**src/rtl/accel_counter_if.sv**
```systemverilog
// accel_counter_if: entry controls in, count value and status out.
// master drives en/up/load/din; slave returns dout/tick/lvl/at_limit.
interface accel_counter_if #(
    parameter int WIDTH     = 16,
    parameter int MAX_SHIFT = 1
);
    localparam int LW = (MAX_SHIFT > 0) ? $clog2(MAX_SHIFT + 1) : 1;

    logic             en;
    logic             up;
    logic             load;
    logic [WIDTH-1:0] din;
    logic [WIDTH-1:0] dout;
    logic             tick;
    logic [LW-1:0]    lvl;
    logic             at_limit;

    modport master (
        output en, up, load, din,
        input  dout, tick, lvl, at_limit
    );

    modport slave (
        input  en, up, load, din,
        output dout, tick, lvl, at_limit
    );
endinterface

```
**src/rtl/accel_counter.sv**
```systemverilog
// accel_counter: accelerating up/down counter stepping on an internal tick.
// Saturates at 0/max; define ACCEL_WRAP_EN for modulo counting with wrap pulse.
module accel_counter #(
    parameter int WIDTH     = 16,
    parameter int DIV       = 12500000,
    parameter int THRESH    = 15,
    parameter int MAX_SHIFT = 1
) (
    input  logic clk,
    input  logic rst,
    accel_counter_if.slave io
);
    localparam int LW = (MAX_SHIFT > 0) ? $clog2(MAX_SHIFT + 1) : 1;
    localparam int TW = (DIV > 1) ? $clog2(DIV) : 1;
    localparam int RW = $clog2(THRESH + 1);

    typedef enum logic [1:0] {IDLE, COUNT, LIMIT} state_e;

    state_e           state_q, state_d;
    logic [TW-1:0]    tick_cnt_q;
    logic             tick_q;
    logic [WIDTH-1:0] dout_q, dout_d;
    logic [RW-1:0]    run_q, run_d;
    logic [LW-1:0]    lvl_q, lvl_d;
    logic             dir_q, dir_d;
    logic             at_limit_q, at_limit_d;

    logic             tick_wrap;
    logic             fresh;
    logic             moves;
    logic [WIDTH-1:0] step;
    logic [WIDTH:0]   sum;
    logic [WIDTH-1:0] nxt;

    assign tick_wrap = (tick_cnt_q == TW'(DIV - 1));

    // A direction change or a start from rest always restarts at step 1.
    assign fresh = (state_q == IDLE) || (io.up != dir_q);
    assign moves = io.tick && io.en && !io.load && (fresh || state_q == COUNT);
    assign step  = fresh ? WIDTH'(1) : (WIDTH'(1) << lvl_q);

    // Top bit is carry when adding, borrow when subtracting.
    assign sum = io.up ? ({1'b0, dout_q} + {1'b0, step})
                       : ({1'b0, dout_q} - {1'b0, step});

`ifdef ACCEL_WRAP_EN
    assign nxt = sum[WIDTH-1:0];
`else
    assign nxt = sum[WIDTH] ? {WIDTH{io.up}} : sum[WIDTH-1:0];
`endif

    always_comb begin
        state_d = state_q;
        dout_d  = dout_q;
        run_d   = run_q;
        lvl_d   = lvl_q;
        dir_d   = dir_q;
        if (io.load) begin
            dout_d  = io.din;
            run_d   = '0;
            lvl_d   = '0;
            state_d = IDLE;
        end else if (!io.en) begin
            run_d   = '0;
            lvl_d   = '0;
            state_d = IDLE;
        end else if (moves) begin
            dout_d  = nxt;
            state_d = COUNT;
            if (fresh) begin
                run_d = RW'(1);
                lvl_d = '0;
                dir_d = io.up;
            end else if (int'(run_q) + 1 >= THRESH) begin
                if (int'(lvl_q) < MAX_SHIFT) begin
                    lvl_d = lvl_q + LW'(1);
                    run_d = '0;
                end else begin
                    run_d = RW'(THRESH);
                end
            end else begin
                run_d = run_q + RW'(1);
            end
`ifndef ACCEL_WRAP_EN
            if (nxt == {WIDTH{io.up}}) state_d = LIMIT;
`endif
        end
    end

`ifdef ACCEL_WRAP_EN
    assign at_limit_d = moves && sum[WIDTH];
`else
    assign at_limit_d = (state_d == LIMIT);
`endif

    always_ff @(posedge clk or negedge rst) begin
        if (!rst) begin
            tick_cnt_q <= '0;
            tick_q     <= 1'b0;
            dout_q     <= '0;
            run_q      <= '0;
            lvl_q      <= '0;
            dir_q      <= 1'b1;
            state_q    <= IDLE;
            at_limit_q <= 1'b0;
        end else begin
            tick_cnt_q <= tick_wrap ? '0 : tick_cnt_q + TW'(1);
            tick_q     <= tick_wrap;
            dout_q     <= dout_d;
            run_q      <= run_d;
            lvl_q      <= lvl_d;
            dir_q      <= dir_d;
            state_q    <= state_d;
            at_limit_q <= at_limit_d;
        end
    end

    assign io.dout     = dout_q;
    assign io.tick     = tick_q;
    assign io.lvl      = lvl_q;
    assign io.at_limit = at_limit_q;
endmodule

```
**src/flat_wrapper.sv**
```systemverilog
// flat-port wrapper written by rule: the top's interface ports become plain ports
module accel_counter_flat 
#(
    parameter int WIDTH     = 16,
    parameter int DIV       = 12500000,
    parameter int THRESH    = 15,
    parameter int MAX_SHIFT = 1
)
  (clk, rst, io_en, io_up, io_load, io_din, io_dout, io_tick, io_lvl, io_at_limit);
  accel_counter_if #(.WIDTH(WIDTH), .MAX_SHIFT(MAX_SHIFT)) io_i ();
  input  logic clk;
  input  logic rst;
  input wire logic [$bits(io_i.en)-1:0] io_en;
  input wire logic [$bits(io_i.up)-1:0] io_up;
  input wire logic [$bits(io_i.load)-1:0] io_load;
  input wire logic [$bits(io_i.din)-1:0] io_din;
  output wire logic [$bits(io_i.dout)-1:0] io_dout;
  output wire logic [$bits(io_i.tick)-1:0] io_tick;
  output wire logic [$bits(io_i.lvl)-1:0] io_lvl;
  output wire logic [$bits(io_i.at_limit)-1:0] io_at_limit;
  assign io_i.en = io_en;
  assign io_i.up = io_up;
  assign io_i.load = io_load;
  assign io_i.din = io_din;
  assign io_dout = io_i.dout;
  assign io_tick = io_i.tick;
  assign io_lvl = io_i.lvl;
  assign io_at_limit = io_i.at_limit;
  accel_counter #(.WIDTH(WIDTH), .DIV(DIV), .THRESH(THRESH), .MAX_SHIFT(MAX_SHIFT)) u_core (.clk(clk), .rst(rst), .io(io_i));
endmodule
```
**config.mk**
```make
export PLATFORM = sky130hd
export DESIGN_NAME = accel_counter_flat
export DESIGN_NICKNAME = d
export VERILOG_FILES = /design/src/rtl/accel_counter_if.sv /design/src/rtl/accel_counter.sv /design/src/flat_wrapper.sv
export SDC_FILE = /design/constraint.sdc
export NUM_CORES = 1
export LEC_CHECK = 0
export CAP_MARGIN = 5
export CORE_ASPECT_RATIO = 1.5
export CORE_MARGIN = 2
export CORE_UTILIZATION = 41
export CTS_CLUSTER_SIZE = 25
export DETAILED_ROUTE_END_ITERATION = 12
export SYNTH_ARGS = -nofsm -noshare
export SYNTH_HDL_FRONTEND = slang
export SYNTH_SLANG_ARGS = --single-unit
```
**constraint.sdc**
```tcl
create_clock -name clk -period 11.25 [get_ports clk]
set_clock_uncertainty 0.2 [all_clocks]
set_input_delay 2.25 -clock clk [delete_from_list [all_inputs] [get_ports clk]]
set_output_delay 2.25 -clock clk [all_outputs]
set_load 0.005 [all_outputs]
```
; Yosys cells after proc, flatten, opt, wreduce, memory -nomap -nowiden
; Index checks and enable logic that the tools add are counted.
[word_totals]
regBits = 50
out_inout_bits = 19
word_cells = 61
[op_classes]
order_cmp = 2
eq_ne = 8
muxes = 23
bitwise = 1
n_reduce_logical = 12
n_addsub = 6
n_shift = 1
[op_table]
columns = operator, n
row1 = 2-to-1 mux 16 bit, 5
row2 = ">= comparator 32 x 5 -> 1 bit, second input constant", 1
row3 = "adder 24 x 1 -> 24 bit, second input constant", 1
row4 = "equality test 24 bit, second input constant", 1
row5 = 2-to-1 mux 24 bit, 1
row6 = 2-to-1 mux 4 bit, 6
row7 = adder 16 x 16 -> 17 bit, 1
row8 = 2-to-1 mux 17 bit, 1
row9 = subtractor 16 x 16 -> 17 bit, 1
row10 = equality test 16 bit, 1
row11 = "left shift 1 x 1 -> 16 bit, first input constant", 1
row12 = 2-to-1 mux 2 bit, 4
row13 = "inequality test 4 x 1 -> 1 bit, second input constant", 2
row14 = 2-to-1 mux 1 bit, 6
row15 = "adder 4 x 1 -> 5 bit, second input constant", 1
row16 = "adder 4 x 1 -> 4 bit, second input constant", 1
row17 = AND reduction 4 bit, 1
row18 = nonzero test 2 bit, 2
row19 = logical AND 1 bit, 3
row20 = "inequality test 3 x 1 -> 1 bit, second input constant", 1
row21 = AND reduction 3 bit, 1
row22 = "equality test 2 x 1 -> 1 bit, second input constant", 1
row23 = "equality test 2 bit, second input constant", 1
row24 = logical NOT 2 bit, 1
row25 = 7 further kinds, 8

; Depth between registers and ports, before layout
[depth]
depth_word = 12
depth_mapped = 16

; Worst setup path before layout
; Ideal clock, no wire load.
[synth_path]
path_type = input-to-reg
from = input io_up
to = register u_core.state_q[0]
required_time_ns = 10.924
cell_stages = 12
arrival_time_ns = 5.138
path_buffers = 2
slack_ns = 5.787
cell_sequence = buf_6 -> inv_1 -> clkbuf_1 -> ha_1 -> a21o_1 -> o21bai_1 -> a311o_1 -> a41oi_2 -> xnor2_1 -> o41ai_2 -> a22oi_1 -> a221o_1
[synth_between]
elab_chain_len = 11
elab_cells_between_ends = 14
cone_classes = 2 x add/sub / 2 x eq/ne / 7 x mux / 3 x reduce/logical
[synth_lines]
columns = item, line
row1 = from (decl), flat_wrapper.sv:14  ; input wire logic [$bits(io_i.up)-1:0] io_up;
row2 = inequality test 1 bit, accel_counter.sv:38  ; assign fresh = (state_q == IDLE) || (io.up != dir_q);
row3 = logical OR 1 bit, accel_counter.sv:38
row4 = 2-to-1 mux 16 bit, accel_counter.sv:40  ; assign step = fresh ? WIDTH'(1) : (WIDTH'(1) << lvl_q);
row5 = subtractor 16 x 16 -> 17 bit or adder 16 x 16 -> 17 bit (tied branches), "accel_counter.sv:44, accel_counter.sv:43"
row6 = 2-to-1 mux 17 bit, accel_counter.sv:43  ; assign sum = io.up ? ({1'b0, dout_q} + {1'b0, step})
row7 = 2-to-1 mux 16 bit, accel_counter.sv:49  ; assign nxt = sum[WIDTH] ? {WIDTH{io.up}} : sum[WIDTH-1:0];
row8 = equality test 16 bit, accel_counter.sv:85  ; if (nxt == {WIDTH{io.up}}) state_d = LIMIT;
row9 = 2-to-1 mux 2 bit, accel_counter.sv:85
row10 = 2-to-1 mux 2 bit *, accel_counter.sv:67  ; end else if (moves) begin
row11 = 2-to-1 mux 2 bit *, accel_counter.sv:63  ; end else if (!io.en) begin
row12 = 2-to-1 mux 2 bit *, accel_counter.sv:58  ; if (io.load) begin
row13 = named net u_core.state_d[0], accel_counter.sv:19  ; state_e state_q, state_d;
row14 = to (signal assigned), accel_counter.sv:113  ; state_q <= state_d;
row15 = to (decl), accel_counter.sv:19
; Mark *: on every way through the listed nets, which the timed path passes. The rest lies on a longest branch.
; A chain may end at the register's enable or synchronous reset.

; Final worst setup path
; Ends and elaborated chain as after synthesis.

==> run_results.csv <==
group,metric,value,unit
yosys,synth.avg_cell_area,8.49,um2
place,dpl_cell_area,4060,um2
place,place_hpwl,6440,um
drt,wl_per_cell,15.2,um
floorplanning,core,8460,um2
place,gp_congestion,0.824,
setup_path,rr_startpoint,"u_core.dir_q$_DFFE_PN1P_",
clock_network,clk_latency,0.29,ns
timing,relSlewSlack,0.463,
setup_path,crit_path_start,"io_up",
yosys,yosysWarnings,0,
timing,finalHoldViolCount,0,
finish,stdcell_area,4230,um2
setup_path,crit_required,11.23,ns
yosys,ys_types,67,
finish,multi_input_area,2210,um2
clock_network,cts_hold_buf,0,
place,port_buffers,39,
outcome,status,"finished, final reports clean",
yosys,ys_seq_area_frac,0.350,
setup_path,path_delay_family,"compound AO/OA/AOI/OAI gates",
setup_path,setup.worst_path.end_class,"flip-flop",
drt,drt_drc_violations_left,0,
clock_network,htree_levels,2,
global_route,grt_pass1_vias,3118,
yosys,ys.flop_type,"dfrtp_1",
drt,ant_nets,0,
setup_path,cp_cell_sequence,"clkdlybuf4s50_1 -> xnor2_1 -> o21ai_0 -> inv_1 -> nand2_1 -> nand2_1 -> inv_1 -> fa_1 -> nand2b_1 -> a211oi_2 -> nor2_1 -> a211oi_1 -> and3_1 -> a32o_1 -> a22oi_1 -> a221o_1",
timing,layout_min_cycle_time,6.62,ns
setup_path,critPathArrivalTime,6.60,ns
global_route,grt_first_pass_wirelength,14400,um
min_path,min_path_type,"flip-flop to flip-flop",
finish,syn2layout_area_growth,18.1,%
finish,drive_gt1_frac,0.0652,
floorplanning,die_width,80.3,um
timing,finalSetupTns,0,ns
job,drv_cap,0,
drt,firstDrtPassIters,4,
yosys,netlist_area,3580,um2
clock_network,cts_sinks,50,
yosys,synth_top_area_frac,0.342,
global_route,grtUsageTotal,0.189,
drt,routed_wl,8650,um
clock_network,clk_pin_slew,0.07,ns
setup_path,crit_fanout,20,
yosys,synth_edf_count,0,
finish,nets,500,
floorplanning,die_h,118,um
setup_path,slowest_stage,"clkdlybuf4s50_1",
finish,fillers,824,
finish,antenna_cells,0,
drt,drtIter0Drc,128,
finish,layout_commonest_cell,"nand2_1",
timing,setup_violations,0,
yosys,synth_top_area_cell,"dfrtp_1",
clock_network,clockBufferDepth,2,
clock_network,cts_tree,"built",
yosys,ys_ff_latch,50,
floorplanning,num_rows,41,
drt,vias_per_cell,5.63,
clock_network,postCtsSetupBuffers,0,
global_route,grt_max_degree,51,
yosys,syn_nets,463,
min_path,worstHoldStart,"u_core.tick_cnt_q[0]$_DFF_PN0_",
setup_path,startpoint_type,"input port",
yosys,synthTopCellsByArea,"dfrtp_1, ha_1, nand2_1",
setup_path,crit_buf_inv,3,
global_route,antenna_found_initial,0,
pwr,power_density,121,nW/um2
setup_path,worstSetupPathType,"input port to flip-flop",
timing,grt_setup_unrepaired,"no",
pwr,p_total,0.512,mW
clock_network,cts_buffers,5,
clock_network,root_buffer,"clkbuf_16",
pwr,ir_drop,0.0775,mV
yosys,netlist_instances,422,
clock_network,post_cts_resized,0,
timing,drv_slew,0,
timing,period_share,0.588,
timing,fmax,0.151,GHz
timing,worst_pin_slew,0.804,ns
floorplanning,dieArea,9520,um2
pwr,p_leak,1.84,nW
floorplanning,start_util,0.423,
finish,seqCellArea,1250,um2
finish,layout_common_cells,"nand2_1, nor2_1, dfrtp_1",
yosys,async_reset_ff_frac,1.00,
floorplanning,pin_count,40,
setup_path,cpPeakStageDelay,0.77,ns
drt,vias,3194,
global_route,grt_overflow_total,0,
-- sequential cells by signal, summed over array words and instances, names as in the netlist --
name                count
u_core.dir_q            1
u_core.io.at_limit      1
u_core.io.dout         16
u_core.io.lvl           1
u_core.io.tick          1
u_core.run_q            4
u_core.state_q          2
u_core.tick_cnt_q      24
-- final cells by class --
class	count	area share
Clock buffer	5	0.0296
Clock inverter	3	0.0103
Inverter	14	0.0124
Multi-Input combinational cell	345	0.522
Sequential cell	50	0.296
Tap cell	107	0.0316
Timing Repair Buffer	43	0.0982
-- path summary, 6_finish.rpt --
path / cells after the start / slack (ns) / to
max: 16 / 4.63 / u_core.state_q[0]$_DFF_PN0_
min: 1 / 0.29 / u_core.tick_cnt_q[0]$_DFF_PN0_
max reg2reg: 15 / 7.09 / u_core.state_q[0]$_DFF_PN0_
min reg2reg: 1 / 0.29 / u_core.tick_cnt_q[0]$_DFF_PN0_
max in group asynchronous: 2 / 8.56 / u_core.tick_cnt_q[21]$_DFF_PN0_
min in group asynchronous: 2 / 1.84 / u_core.io.dout[7]$_DFFE_PN0P_
-- logic make-up after synthesis --
| group | synth area share |
|---|---|
| fa+ha+maj | 0.0887 |
| compound gates | 0.234 |
| buf+inv | 0.0339 |
| simple gates | 0.207 |
| xor+xnor | 0.0782 |
| mux | 0.00838 |
| flops | 0.350 |
-- where the power goes --
group	total, mW	switching (mW)	leakage [nW]	internal (mW)
clock	0.175	0.0697	0.0842	0.105
combinational	0.147	0.0846	1.10	0.0623
sequential	0.190	0.00482	0.652	0.185
total	0.512	0.159	1.84	0.353
-- synthesized netlist by cell type, types with 3 or more instances --
| master | count |
|---|---|
| nand2_1 | 58 |
| nor2_1 | 50 |
| dfrtp_1 | 49 |
| a21oi_1 | 36 |
| o21ai_0 | 26 |
| ha_1 | 19 |
| xnor2_1 | 16 |
| xor2_1 | 16 |
| inv_1 | 14 |
| nand3_1 | 12 |
| clkbuf_1 | 9 |
| maj3_1 | 6 |
| nor3_1 | 6 |
| o221ai_1 | 6 |
| a21o_1 | 5 |
| o21ai_1 | 5 |
| or3_1 | 5 |
| and3_1 | 4 |
| nand2b_1 | 4 |
| nand4_1 | 4 |
| nor4_1 | 4 |
| o211ai_1 | 4 |
| mux2i_1 | 3 |
| nor2b_1 | 3 |
| o21a_1 | 3 |
-- worst register-to-register path: stages (launching register included) --
cell      delay (ns)
dfstp_2         0.54
xnor2_1         0.15
o21ai_0         0.20
inv_1           0.11
nand2_1         0.09
nand2_1         0.11
inv_1           0.08
fa_1            0.41
nand2b_1        0.18
a211oi_2        0.42
nor2_1          0.10
a211oi_1        0.61
and3_1          0.25
a32o_1          0.18
a22oi_1         0.11
a221o_1         0.31
-- metal layers --
| metal | vias to the layer above | GRT usage | part of all wire |
|---|---|---|---|
| met5 | - | 0 | 0 |
| met3 | 16 | 0.0313 | 0.031 |
| li1 | 1592 | - | - |
| met1 | 1524 | 0.216 | 0.41 |
| met4 | 0 | 0.0742 | 0.026 |
| met2 | 62 | 0.340 | 0.53 |
-- metrics by stage --
step	instances	hold slack, ns	worst slack, ns	util
3_3_place_gp	559	0.273	4.53	0.480
3_5_place_dp	559	0.280	4.41	0.480
2_1_floorplan	422	0.251	5.79	-
5_1_grt	567	0.300	4.30	0.500
6_report	567	0.289	4.63	0.500
4_1_cts	567	0.294	4.71	0.500
Note: power is estimated with default switching activity, not from simulation.
==> edit: new RTL, same flow settings <==
`DIV` is set to 12500000 in 2 places; all go to 6250000.
--- a/src/rtl/accel_counter.sv
+++ b/src/rtl/accel_counter.sv
@@ -4,3 +4,3 @@
     parameter int WIDTH     = 16,
-    parameter int DIV       = 12500000,
+    parameter int DIV       = 6250000,
     parameter int THRESH    = 15,
--- a/src/flat_wrapper.sv
+++ b/src/flat_wrapper.sv
@@ -4,3 +4,3 @@
     parameter int WIDTH     = 16,
-    parameter int DIV       = 12500000,
+    parameter int DIV       = 6250000,
     parameter int THRESH    = 15,
Formal check against the unedited RTL: no difference found for any inputs over 10 cycles, from zero or initial values and one cycle with rst low; that may be too few to reach the edited logic, so the function may still have changed.
==> edit against the original RTL <==
  * Largest cell class unchanged
  * Synthesized area rose by 0.87%
  * Worst setup slack got worse by 0.16 ns
  * Design area rose by 0.77%
  * Register-to-register slack got worse by 0.03 ns
  * Wire length rose by 7.5%
  * Largest power group is now clock
  * Critical endpoint is now u_core.io.at_limit$_DFF_PN0_
  * Sequential cell count fell by 1
  * Power rose by 4.3%
==> edit: results (changes against the original RTL) <==
Detailed routing
  • Vias: 3268 (+2.3%)
  • WL final: 9298 um (+7.5%)
  • Drt first pass iters: 4 (unchanged)
  • DR iter-0 viols: 157 (+23%)

Layout
  • Nets: 510 (+2.0%)
  • Filler cells: 844 (+2.4%)
  • Diode count: 0 (unchanged)
  • Share of layout cells above drive strength 1: 5.532% (-0.99 points)
  • Finished Layout Cells: 580 (+2.3%)
  • Biggest register: u_core.tick_cnt_q
  • Max FFs per register: 23 (-4.2%)

Logic synthesis
  • Post-synthesis sequential area ratio: 33.97% (-1.0 points)
  • Synthesized instance count: 439 (+4.0%)
  • Synth Warn #: 0 (unchanged)
  • Synth area leaders: dfrtp_1 (33%), ha_1 (6.6%), nand2_1 (6.0%), a21oi_1 (5.3%), nor2_1 (4.9%)
  • Ys async rst share: 100.0% (unchanged)
  • Count of different cell masters after synthesis: 61 (-9.0%)
  • Net Count, Synth: 480 (+3.7%)
  • Synth cell count leaders: nand2_1 (58), dfrtp_1 (48), nor2_1 (47)
  • Primary FF master, synth: dfrtp_1

Timing
  • Final Slew Violations: 0 (unchanged)
  • Worst slew pin tran: 0.9753 ns (+0.1710 ns)

Placement
  • Dpl cells: 572 (+2.3%)
  • Post-detail-place hpwl: 6995 um (+8.6%)
  • Routability cong.: 0.9587 (+16%)
  • Buffers on Ports: 39 (unchanged)

Clock network
  • Post-CTS setup buffer count: 0 (unchanged)
  • # resized after CTS: 0 (unchanged)
  • TritonCTS Buffers: 5 (unchanged)
  • Max H-tree Level: 2 (unchanged)
  • Clock edge transition at the registers on the reported setup and hold paths: 0.07 ns (about the same)
  • Clock Tree Buf Depth: 2 (unchanged)
  • Clock Latency Late Sink: 0.29 ns (about the same)
  • Clock root buffer: clkbuf_16

GRT
  • Initial antenna violation count: 0 (unchanged)
  • First-pass GRT wire length: 15370 um (+6.9%)
  • Gr usage total: 20.31% (+1.5 points)
  • Pin count of the biggest net entering global routing: 50 (-2.0%)

Setup path
  • Arrival time worst endpoint: 6.77 ns (+0.17 ns)
  • R2r worst-path depth: 15 (unchanged)
  • Slowest-stage cell, CP: clkdlybuf4s50_1
  • CP Max Fanout: 20 (unchanged)
  • Max incr delay on CP: 0.97 ns (+0.20 ns)

Hold path
  • Worst Hold Depth: 1 (unchanged)
  • Hold crit path type: reg -> reg

Power and ir drop
  • Leakage: 1.902 nW (+3.4%)
  • VDD IR max: 86.61 uV (+12%)

Status
  • Outcome: completed
edit: cell families (layout without fill, tap and decap cells):
| logic type | Yosys count | in the layout | synth area share [%] |
|---|---|---|---|
| simple gates | 178 | 178 | 22.99 |
| compound gates | 122 | 122 | 23.41 |
| flops | 49 | 49 | 33.97 |
| buf+inv | 37 | 68 | 4.224 |
| xor+xnor | 31 | 31 | 7.722 |
| fa+ha+maj | 21 | 21 | 7.410 |
| mux | 1 | 1 | 0.2770 |
edit: cell type report:
cell class	instances	area share [%]
Tap cell	110	3.228
Sequential cell	49	28.79
Inverter	18	1.585
Clock inverter	3	1.526
Timing Repair Buffer	42	9.566
Clock buffer	5	2.934
Multi-Input combinational cell	353	52.38
edit: final timing paths:
path                                                startpoint                         endpoint  slack (ns)
worst max-delay path                                     io_up     u_core.io.at_limit$_DFF_PN0_        4.47
worst min-delay path            u_core.tick_cnt_q[0]$_DFF_PN0_   u_core.tick_cnt_q[0]$_DFF_PN0_        0.26
worst max register to register        u_core.dir_q$_DFFE_PN1P_     u_core.io.at_limit$_DFF_PN0_        7.06
worst min register to register  u_core.tick_cnt_q[0]$_DFF_PN0_   u_core.tick_cnt_q[0]$_DFF_PN0_        0.26
max in group asynchronous                                  rst  u_core.tick_cnt_q[15]$_DFF_PN0_        8.54
min in group asynchronous                                  rst      u_core.run_q[3]$_DFFE_PN0P_        1.87
edit: worst max-delay path, delay by kind of cell:
family,cells,cell delay [ns]
simple gates,1,0.54
compound gates,6,1.53
buf+inv,2,1.55
xor+xnor,1,0.30
fa+ha+maj,1,0.59
edit: where the power goes:
part           total (mW)  switching (mW)  internal (mW)
logic               0.154          0.0902         0.0639
registers           0.186         0.00499          0.181
clock network       0.193          0.0662          0.127
edit: through the flow:
step / hold slack (ns) / worst slack (ns) / cell area (um^2)
final: 0.2618 / 4.474 / 4264
after global routing: 0.2871 / 4.290 / 4264
after CTS: 0.2658 / 4.583 / 4264
after detailed placement: 0.2569 / 4.330 / 4074
after global placement: 0.2454 / 4.350 / 4074
after floorplan: 0.2329 / 5.766 / 3613
edit: layer usage:
layer | global-route usage [%] | vias to the layer above | part of all wire, % | wire length [um]
met1 | 24.13 | 1544 | 41 | 3770
met2 | 36.61 | 69 | 53 | 4929
met4 | 6.780 | 0 | 2.6 | 242
li1 | - | 1637 | - | -
met3 | 2.955 | 18 | 3.8 | 356
met5 | 0 | - | 0 | 0
